<file path="config.mk">
export PLATFORM = sky130hd
export DESIGN_NAME = mem_stage
export DESIGN_NICKNAME = d
export VERILOG_FILES = /design/src/rtl/mem_stage.sv
export SDC_FILE = /design/constraint.sdc
export NUM_CORES = 1
export LEC_CHECK = 0
export CAP_MARGIN = 20
export CORE_UTILIZATION = 48
export CTS_BUF_LIST = sky130_fd_sc_hd__clkbuf_8
export DETAILED_ROUTE_END_ITERATION = 16
export GPL_ROUTABILITY_DRIVEN = 1
export PLACE_DENSITY = 0.82
export SYNTH_ARGS = -nofsm -noshare
export SYNTH_HDL_FRONTEND = slang
export SYNTH_SLANG_ARGS = --single-unit
</file>
<file path="constraint.sdc">
create_clock -name clk -period 2.36 [get_ports clk]
set_clock_uncertainty 0.2 [all_clocks]
set_input_delay 0.472 -clock clk [delete_from_list [all_inputs] [get_ports clk]]
set_output_delay 0.472 -clock clk [all_outputs]
set_load 0.05 [all_outputs]
</file>
<file path="src/rtl/mem_stage.sv">
// Memory-access stage: captures the EX bundle, runs a req/ack access to data memory
// and presents a registered one-cycle writeback bundle, including the ret/call side-band.
module mem_stage #(
    parameter int DW    = 16,
    parameter int CNT_W = 16
) (
    input  logic             clk,
    input  logic             rst,
    input  logic             ex_valid,
    input  logic             RegWrite_in,
    input  logic             MemWrite_in,
    input  logic             MemRead_in,
    input  logic             mem_to_reg_in,
    input  logic             ret_future_in,
    input  logic             call_in,
    input  logic [3:0]       reg_rd_in,
    input  logic [DW-1:0]    alu_result,
    input  logic [DW-1:0]    sw_data,
    output logic             stall,
    output logic             mem_req,
    output logic             mem_we,
    output logic [DW-1:0]    mem_addr,
    output logic [DW-1:0]    mem_wdata,
    input  logic [DW-1:0]    mem_rdata,
    input  logic             mem_ack,
    output logic             wb_valid,
    output logic             wb_reg_write,
    output logic [3:0]       wb_reg_rd,
    output logic [DW-1:0]    wb_data,
    output logic             ret_wb,
    output logic [DW-1:0]    ret_pc,
    output logic             call_wb,
    output logic [CNT_W-1:0] stall_cycles
);

    typedef enum logic {S_IDLE, S_WAIT} state_t;
    state_t state;

    logic          h_rw, h_mw, h_m2r, h_ret, h_call;
    logic [3:0]    h_rd;
    logic [DW-1:0] h_addr, h_wdata;

    logic          s_valid, s_rw, s_ret, s_call;
    logic [3:0]    s_rd;
    logic [DW-1:0] s_data;

    logic          in_wait, mem_done, accept, new_mem;
    logic [DW-1:0] mem_result;

    logic          ret_en, r_rw, r_ret, r_call;
    logic [3:0]    r_rd;
    logic [DW-1:0] r_data;

    assign in_wait  = (state == S_WAIT);
    assign mem_done = in_wait & mem_ack;
    // The skid cycle also stalls so the bundle behind it cannot overtake it.
    assign stall    = (in_wait & ~mem_ack) | s_valid;
    assign accept   = ex_valid & ~stall;
    assign new_mem  = MemRead_in | MemWrite_in;

    assign mem_req   = in_wait;
    assign mem_we    = in_wait & h_mw;
    assign mem_addr  = in_wait ? h_addr  : '0;
    assign mem_wdata = in_wait ? h_wdata : '0;

    // A write wins over a read, so a write never returns memory data.
    assign mem_result = (h_m2r & ~h_mw) ? mem_rdata : h_addr;
    assign ret_pc     = wb_data;

    always_comb begin
        ret_en = 1'b0;
        r_rw   = 1'b0;
        r_ret  = 1'b0;
        r_call = 1'b0;
        r_rd   = '0;
        r_data = '0;
        if (s_valid) begin
            ret_en = 1'b1;
            r_rw   = s_rw;
            r_ret  = s_ret;
            r_call = s_call;
            r_rd   = s_rd;
            r_data = s_data;
        end else if (mem_done) begin
            ret_en = 1'b1;
            r_rw   = h_rw;
            r_ret  = h_ret;
            r_call = h_call;
            r_rd   = h_rd;
            r_data = mem_result;
        end else if (accept && !new_mem && !in_wait) begin
            ret_en = 1'b1;
            r_rw   = RegWrite_in;
            r_ret  = ret_future_in;
            r_call = call_in;
            r_rd   = reg_rd_in;
            r_data = alu_result;
        end
    end

    always_ff @(posedge clk) begin
        if (rst) begin
            state        <= S_IDLE;
            h_rw         <= 1'b0;
            h_mw         <= 1'b0;
            h_m2r        <= 1'b0;
            h_ret        <= 1'b0;
            h_call       <= 1'b0;
            h_rd         <= '0;
            h_addr       <= '0;
            h_wdata      <= '0;
            s_valid      <= 1'b0;
            s_rw         <= 1'b0;
            s_ret        <= 1'b0;
            s_call       <= 1'b0;
            s_rd         <= '0;
            s_data       <= '0;
            wb_valid     <= 1'b0;
            wb_reg_write <= 1'b0;
            wb_reg_rd    <= '0;
            wb_data      <= '0;
            ret_wb       <= 1'b0;
            call_wb      <= 1'b0;
            stall_cycles <= '0;
        end else begin
            wb_valid <= ret_en;
            ret_wb   <= ret_en & r_ret;
            call_wb  <= ret_en & r_call;
            if (ret_en) begin
                wb_reg_write <= r_rw;
                wb_reg_rd    <= r_rd;
                wb_data      <= r_data;
            end

            if (stall && (stall_cycles != {CNT_W{1'b1}}))
                stall_cycles <= stall_cycles + CNT_W'(1);

            s_valid <= mem_done & accept & ~new_mem;
            if (mem_done && accept && !new_mem) begin
                s_rw   <= RegWrite_in;
                s_ret  <= ret_future_in;
                s_call <= call_in;
                s_rd   <= reg_rd_in;
                s_data <= alu_result;
            end

            if (accept && new_mem) begin
                state   <= S_WAIT;
                h_rw    <= RegWrite_in;
                h_mw    <= MemWrite_in;
                h_m2r   <= mem_to_reg_in;
                h_ret   <= ret_future_in;
                h_call  <= call_in;
                h_rd    <= reg_rd_in;
                h_addr  <= alu_result;
                h_wdata <= sw_data;
            end else if (mem_done) begin
                state <= S_IDLE;
            end
        end
    end

endmodule

</file>
== After elaboration in Yosys (flattened, before gate mapping) ==
Index checks and enable logic that the tools add are counted.

* Input port bits: 62
* Output and inout bits: 91
* Register bits: 106
* Logic and storage cells: 71

* $add $sub $neg: 1
* Reduce and logical (&&, ||, !) cells: 9
* Bitwise operators: 15
* Mux-type cells: 23
* Eq/ne operators: 1

{| class="wikitable"
|+ Operators with widths
! operator !! count
|-
| $mux W16 || 6
|-
| $add A16 B1 Y16 const B || 1
|-
| $ne A16 B16 Y1 const B || 1
|-
| $mux W1 || 14
|-
| $mux W4 || 3
|-
| $and A1 B1 Y1 || 9
|-
| $logic_and A1 B1 Y1 || 6
|-
| $not A1 Y1 || 4
|-
| $logic_not A1 Y1 || 2
|-
| $or A1 B1 Y1 || 2
|-
| $reduce_bool A2 Y1 || 1
|}

== Longest topological paths before layout ==
Gate-level depths: netlist (run 1).

* Depth in word-level cells: 11
* Mapped depth: 7
* Depth with buffers taken out: 5

== Worst setup path before layout (run 1) ==
Ideal clock, no wire load.

* Path kind: register to output
* From: register state, in the netlist mem_req
* To: output port stall
* Data arrival time: 1.661 ns
* Path buffers: 2
* Path slack: 0.027 ns
* Stages on the path, launching flop included: 6
* Data required time: 1.688 ns
* Cells stage by stage: dfxtp_1 buf_2 and2b_1 nor2_2 clkbuf_1 inv_1

* Word-level cells in the longest chain between the ends: 2

{| class="wikitable"
|+ Ends and longest elaborated chain
! element !! RTL line !! RTL
|-
| start, declared || 37 || <nowiki>state_t state;</nowiki>
|-
| start signal, assigned || 103 || <nowiki>state <= S_IDLE;</nowiki>
|-
| start signal, assigned || 148 || <nowiki>state <= S_WAIT;</nowiki>
|-
| start signal, assigned || 158 || <nowiki>state <= S_IDLE;</nowiki>
|-
| $and A1 B1 Y1 || 57 || <nowiki>assign stall = (in_wait & ~mem_ack) | s_valid;</nowiki>
|-
| $or A1 B1 Y1 || 57 ||
|-
| end, declared || 19 || <nowiki>output logic stall,</nowiki>
|}

Every way passes these cells.

== Final worst setup path (run 1) ==
* From: register stall_cycles[5]
* To: output port stall_cycles[5]

{| class="wikitable"
|+ RTL lines
! element !! RTL line !! RTL
|-
| start, declared || 33 || <nowiki>output logic [CNT_W-1:0] stall_cycles</nowiki>
|-
| start signal, assigned || 136 || <nowiki>stall_cycles <= stall_cycles + CNT_W'(1);</nowiki>
|}

No word-level cell between the ends.

==> out/metrics.cfg, run 1 <==
[clocking]
cts_hold_repair.buffers=0
clk_path_buf_depth=2
clk_pin_slew_ps=100
numClockSinks=106
cts_tree=done
root_buffer=clkbuf_8
cts_setup_buffers=0
cts_made_buffers=9
cts.repair.resized=5
clkLatencyLatePin_ps=370
htreeDepth=3

[global_routing]
track_usage_pct=26.2
antenna_found_initial=0
grt_pass1_wl_um=21500
first_global_vias=4473
grt-ovfl-total=0
grt_max_degree=43

[setup_path]
path_max_fanout=5
cp_num_buf_inv=1
path_class=reg2out
rr_worst_depth=4
end_kind=primary output
path_delay_family=buffers and inverters
r2r-start=stall_cycles[6]$_SDFFE_PP0P_
cpMaxStageDelayCell=clkdlybuf4s50_1
r2r_setup_slack_ps=420
cp-start-kind=flop
reg2reg_to=stall_cycles[15]$_SDFFE_PP0P_
arrival_ps=1630
cpPeakStageDelay_ps=840
cp_cell_sequence=clkdlybuf4s50_1
cp.required_ps=1690
cp-startpoint=stall_cycles[5]$_SDFFE_PP0P_

[synthesis]
synthCells=571
ys_ff_latch=106
synth_async_sr_flop_share_pct=0
synth_top_family_by_area=simple AND/OR/NAND/NOR gates
synthAdderAreaFrac_pct=0.255
ys_warn_count=0
synthDistinctLibCells=53
ys_seq_area_share_pct=43.2
synth_area_leader_cell=dfxtp_1
yosysTopAreaCellShare_pct=43.2
ys.flop_type=dfxtp_1
synth_mux_area_share_pct=8.89
synth_area_leaders=dfxtp_1, nand2_1, a21oi_1, and2_1, mux2i_1
synth-xor-area-share_pct=0
synth-compound-area-share_pct=17.7
synth.net_count=634
syn_area_mm2=0.00491
syn_area_per_cell_um2=8.60
yosys.area_share.simple_pct=22.8
synth_edf_count=0

[worst_hold_path]
hold_class=reg2reg
min_path_cells=2
whs_endpoint=h_wdata[10]$_SDFFE_PP0P_
hold_start=h_wdata[10]$_SDFFE_PP0P_

[final_layout]
area_delta_synth_final_pct=44.9
n_antenna_cell=0
finish.utilization_pct=72.1
drive_gt1_share_pct=15.9
num-nets-final=763

[sta]
fin_crit_sh_pct=97.6
tightest_slew_ps=692
period_needed_ps=2300
final_max_slew_viol_count=0
holdWs_ps=259
tns_ps=0
slew_headroom_pct=53.9
setup_violations=0
rsz0062_at_grt=false
final_hold_viol_count=0
max_clock_freq_mhz=434

[drt]
drc=0
wl_per_cell_um=16.1
vias_per_cell=5.56
drt_wl_total_um=13500
num_vias=4659
drt_pass1_iterations=5
antenna_left=0
first_iter_violations=205

[floorplanning]
boundaryPins=153
die-area_mm2=0.0106
core_mm2=0.00986
num_rows=36
die_w_um=103
die_y_um=103
initial_core_util_pct=49.8

[power_and_ir_drop]
leakage_uw=0.00287
p_total_uw=3690
cellPowerDensity_mw_per_mm2=519
peakVddDrop_uv=392

[run_status]
outcome=complete, no violations

[placed_design]
port_buffers=152
dp_hpwl_um=9450
globalplace.congestion=0.850

[run]
cap_violations=0

-- layout by cell type (no fill, tap or decap), types with 3 or more instances in the layout --
cell             instances
dlymetal6s2s_1           5
or4_1                    5
mux2i_1                 23
a21oi_1                 57
a22oi_1                 20
nand4_1                  4
buf_4                   25
nor2b_1                  4
and2_1                  37
o2111a_1                 3
nor3_1                   3
a211oi_1                 3
nand3_1                 20
o31ai_1                  5
clkbuf_8                11
nor2_1                  31
dfxtp_1                106
a31oi_1                 18
clkinv_4                 3
a22o_1                   5
buf_12                  40
inv_1                    6
o21ai_0                  3
nand2_1                104
mux2_2                  17
clkdlybuf4s50_1        105
dlygate4sd2_1            5
-- how the worst max path moves through the flow --
stage / endpoint / slack [ps] / cells after the start
after floorplan: stall / 30 / 5
after global placement: ret_pc[4]$_SDFFE_PP0P_ / 30 / 6
after detailed placement: ret_pc[3]$_SDFFE_PP0P_ / -90 / 6
after CTS: stall_cycles[8] / 8 / 1
after global routing: stall_cycles[14] / 1 / 1
final: stall_cycles[5] / 60 / 1
-- layout make-up --
cell class	count	area, µm²
clock buffer	11	151
fill	720	2750
tap	133	166
multi-input combinational	396	2460
sequential	106	2120
timing repair buffer	180	2150
clock inverter	5	46.3
inverter	7	26.3
-- layer usage --
| layer | routed length, µm | track usage, % | vias to the layer above |
|---|---|---|---|
| met5 | 0 | 0 | - |
| met4 | 242 | 10.3 | 0 |
| met3 | 750 | 5.63 | 21 |
| met2 | 7050 | 46.2 | 161 |
| met1 | 5420 | 31.0 | 2234 |
| li1 | - | - | 2243 |
-- stage by stage --
stage	area, µm²	worst slack [ps]	cells
2_1_floorplan	4910	26.9	571
3_3_place_gp	6910	25.8	822
3_5_place_dp	6910	-89.1	822
4_1_cts	7100	7.86	838
5_1_grt	7120	1.44	838
6_report	7120	56.9	838
-- synthesized netlist by cell type, types with 2 or more instances --
master / n
nand4_2: 2
nor2b_1: 4
inv_1: 6
a22o_1: 5
mux2_2: 17
o211a_1: 2
a22oi_1: 20
nand3_1: 20
and2_1: 37
clkbuf_1: 27
a31oi_1: 18
a221o_1: 2
nor3_2: 2
buf_4: 18
a311oi_1: 2
dfxtp_1: 106
buf_2: 16
o21ai_0: 3
o31ai_1: 5
mux2i_1: 23
nor2_1: 31
a211oi_1: 3
nor3_1: 3
a21oi_1: 57
or4_1: 5
or3_1: 2
nand2_1: 104
nand4_1: 4
o2111a_1: 3
-- flip-flops by register name, indices dropped and copies added (netlist names), 4 cells and up --
register      count
stall_cycles     16
wb_reg_rd         4
h_addr           16
ret_pc           16
h_rd              4
h_wdata          16
s_rd              4
s_data           16
-- logic make-up (layout without fill, tap and decap cells) --
group                    after synthesis  in the layout
AND/OR/NAND/NOR                      224            224
flip-flops                           106            106
buffers and inverters                 69            203
AO/OA/AOI/OAI                        130            130
adder cells (fa/ha/maj)                1              1
multiplexers                          41             41
-- report_power, final --
part           internal [µW]  total, µW  switching, µW  leakage (µW)
logic                    311        701            389       0.00190
registers               1850       1890           41.0      0.000862
clock network            459       1100            643      0.000102
total                   2620       3690           1070       0.00287
Note: power is estimated with default switching activity, not from simulation.
==> inputs of run 2 (changes only) <==
CTS_CLUSTER_DIAMETER = 80   (was default)
==> results of run 2 <==
The final DEF is identical to that of run 1; final timing and power are the same.
==> inputs of run 3 (changes only) <==
CORE_UTILIZATION = 47   (was 48)
CTS_BUF_LIST = sky130_fd_sc_hd__clkbuf_8 sky130_fd_sc_hd__clkbuf_16   (was sky130_fd_sc_hd__clkbuf_8)
PLACE_DENSITY = 0.81   (was 0.82)
==> out/metrics.cfg, run 3 (synthesized netlist as in run 1, its figures left out) <==
[clocking]
clk_pin_slew_ps=100
cts_setup_buffers=0
cts_hold_repair.buffers=0
cts_made_buffers=9
clkLatencyLatePin_ps=360
htreeDepth=3
cts_tree=done
root_buffer=clkbuf_8
clk_path_buf_depth=2
numClockSinks=106

[placed_design]
globalplace.congestion=0.797
dp_slack_ps=-204
place_inst=819
port_buffers=152
dp_hpwl_um=9720
place_area_mm2=0.00691

[final_layout]
n_antenna_cell=0
drive_gt1_share_pct=15.3
final_cell_mix=dfxtp_1, clkdlybuf4s50_1, nand2_1
num-nets-final=760
instances_no_fill=834
area_delta_synth_final_pct=44.5
nFillCells=744
final_area_mm2=0.00710

[power_and_ir_drop]
pwr-share-seq_pct=51.7
p_int_uw=2590
sw_frac_of_total_pct=29.2
cellPowerDensity_mw_per_mm2=516
peakVddDrop_uv=372
leakage_uw=0.00284
power.share.combinational_pct=19.3
p_switching_uw=1070
power_frac_clock_pct=29.1

[setup_path]
cpMaxStageDelayCell=clkdlybuf4s50_1
reg2reg_to=ret_pc[14]$_SDFFE_PP0P_
cpPeakStageDelay_ps=850
cp_cell_sequence=clkdlybuf4s50_1
path_max_fanout=5
r2r_setup_slack_ps=280
cp-start-kind=flop
cp.required_ps=1690
arrival_ps=1650
r2r-start=mem_req$_SDFFE_PP0P_
rr_worst_depth=5
path_class=reg2out
cp_num_buf_inv=1
path_delay_family=buffers and inverters
crit_cells=1
end_kind=primary output

[sta]
holdWs_ps=258
max_clock_freq_mhz=430
setup_violations=0
rsz0062_at_grt=false
tightest_slew_ps=942
fin_crit_sh_pct=98.4
final_hold_viol_count=0
slew_headroom_pct=37.0
setup_ws_ps=36.9
final_max_slew_viol_count=0
tns_ps=0
period_needed_ps=2320

[floorplanning]
boundaryPins=153
num_rows=36
die_w_um=104
core_mm2=0.00995
initial_core_util_pct=49.3
die_y_um=104
die-area_mm2=0.0109

[drt]
drt_pass1_iterations=5
wl_met2_um=7040
met3_length_um=626
drt_wl_total_um=13600
met1Wirelength_um=5760
top_layer=met4
antenna_left=0
drc=0
num_vias=4652
wl_per_cell_um=16.3
vias_per_cell=5.58
first_iter_violations=269

[worst_hold_path]
whs_endpoint=h_wdata[12]$_SDFFE_PP0P_
min_path_cells=2
hold_class=reg2reg
hold_start=h_wdata[12]$_SDFFE_PP0P_

[global_routing]
grt_max_degree=40
grt_pass1_wl_um=22400
track_usage_pct=25.2
first_global_vias=4571
antenna_found_initial=0
grt-ovfl-total=0

[run]
cap_violations=0

[run_status]
outcome=complete, no violations

run 3: worst max path at each step:
| stage | start | end | slack [ps] |
|---|---|---|---|
| 2_1_floorplan | mem_req$_SDFFE_PP0P_ | stall | 30 |
| 3_3_place_gp | mem_ack | ret_pc[12]$_SDFFE_PP0P_ | -100 |
| 3_5_place_dp | mem_ack | stall_cycles[15]$_SDFFE_PP0P_ | -200 |
| 4_1_cts | stall_cycles[7]$_SDFFE_PP0P_ | stall_cycles[7] | 8 |
| 5_1_grt | stall_cycles[5]$_SDFFE_PP0P_ | stall_cycles[5] | 10 |
| 6_report | stall_cycles[5]$_SDFFE_PP0P_ | stall_cycles[5] | 40 |
run 3: through the flow:
stage	power, µW	utilization, %
after floorplan	2310	-
after global placement	2620	69.4
after detailed placement	2640	69.4
after CTS	3680	71.2
after global routing	3800	71.3
final	3660	71.3
run 3: layout make-up:
class,count,area [µm²],share of cell area [%]
Timing Repair Buffer,177,2130,30.1
Clock inverter,5,46.3,0.652
Inverter,7,26.3,0.370
Tap cell,133,166,2.34
Sequential cell,106,2120,29.9
Multi-Input combinational cell,396,2460,34.7
Clock buffer,10,138,1.94
run 3: power by group through the flow:
| stage | clock network, µW | registers (µW) | logic [µW] |
|---|---|---|---|
| floorplan | 0 | 1990 | 325 |
| global placement | 0 | 1930 | 689 |
| detailed placement | 0 | 1940 | 705 |
| CTS | 1070 | 1890 | 707 |
| global route | 1140 | 1900 | 750 |
| finish | 1070 | 1890 | 706 |
run 3: what timing repair did:
item / CTS / global route
gates resized for setup: 6 / 5
gates cloned: 0 / 0
setup endpoints to repair: 6 / 5
run 3: metal layers:
metal / global-route usage [%] / vias up
met5: 0 / -
met3: 4.32 / 17
li1: - / 2242
met2: 45.0 / 153
met1: 30.6 / 2240
met4: 7.86 / 0
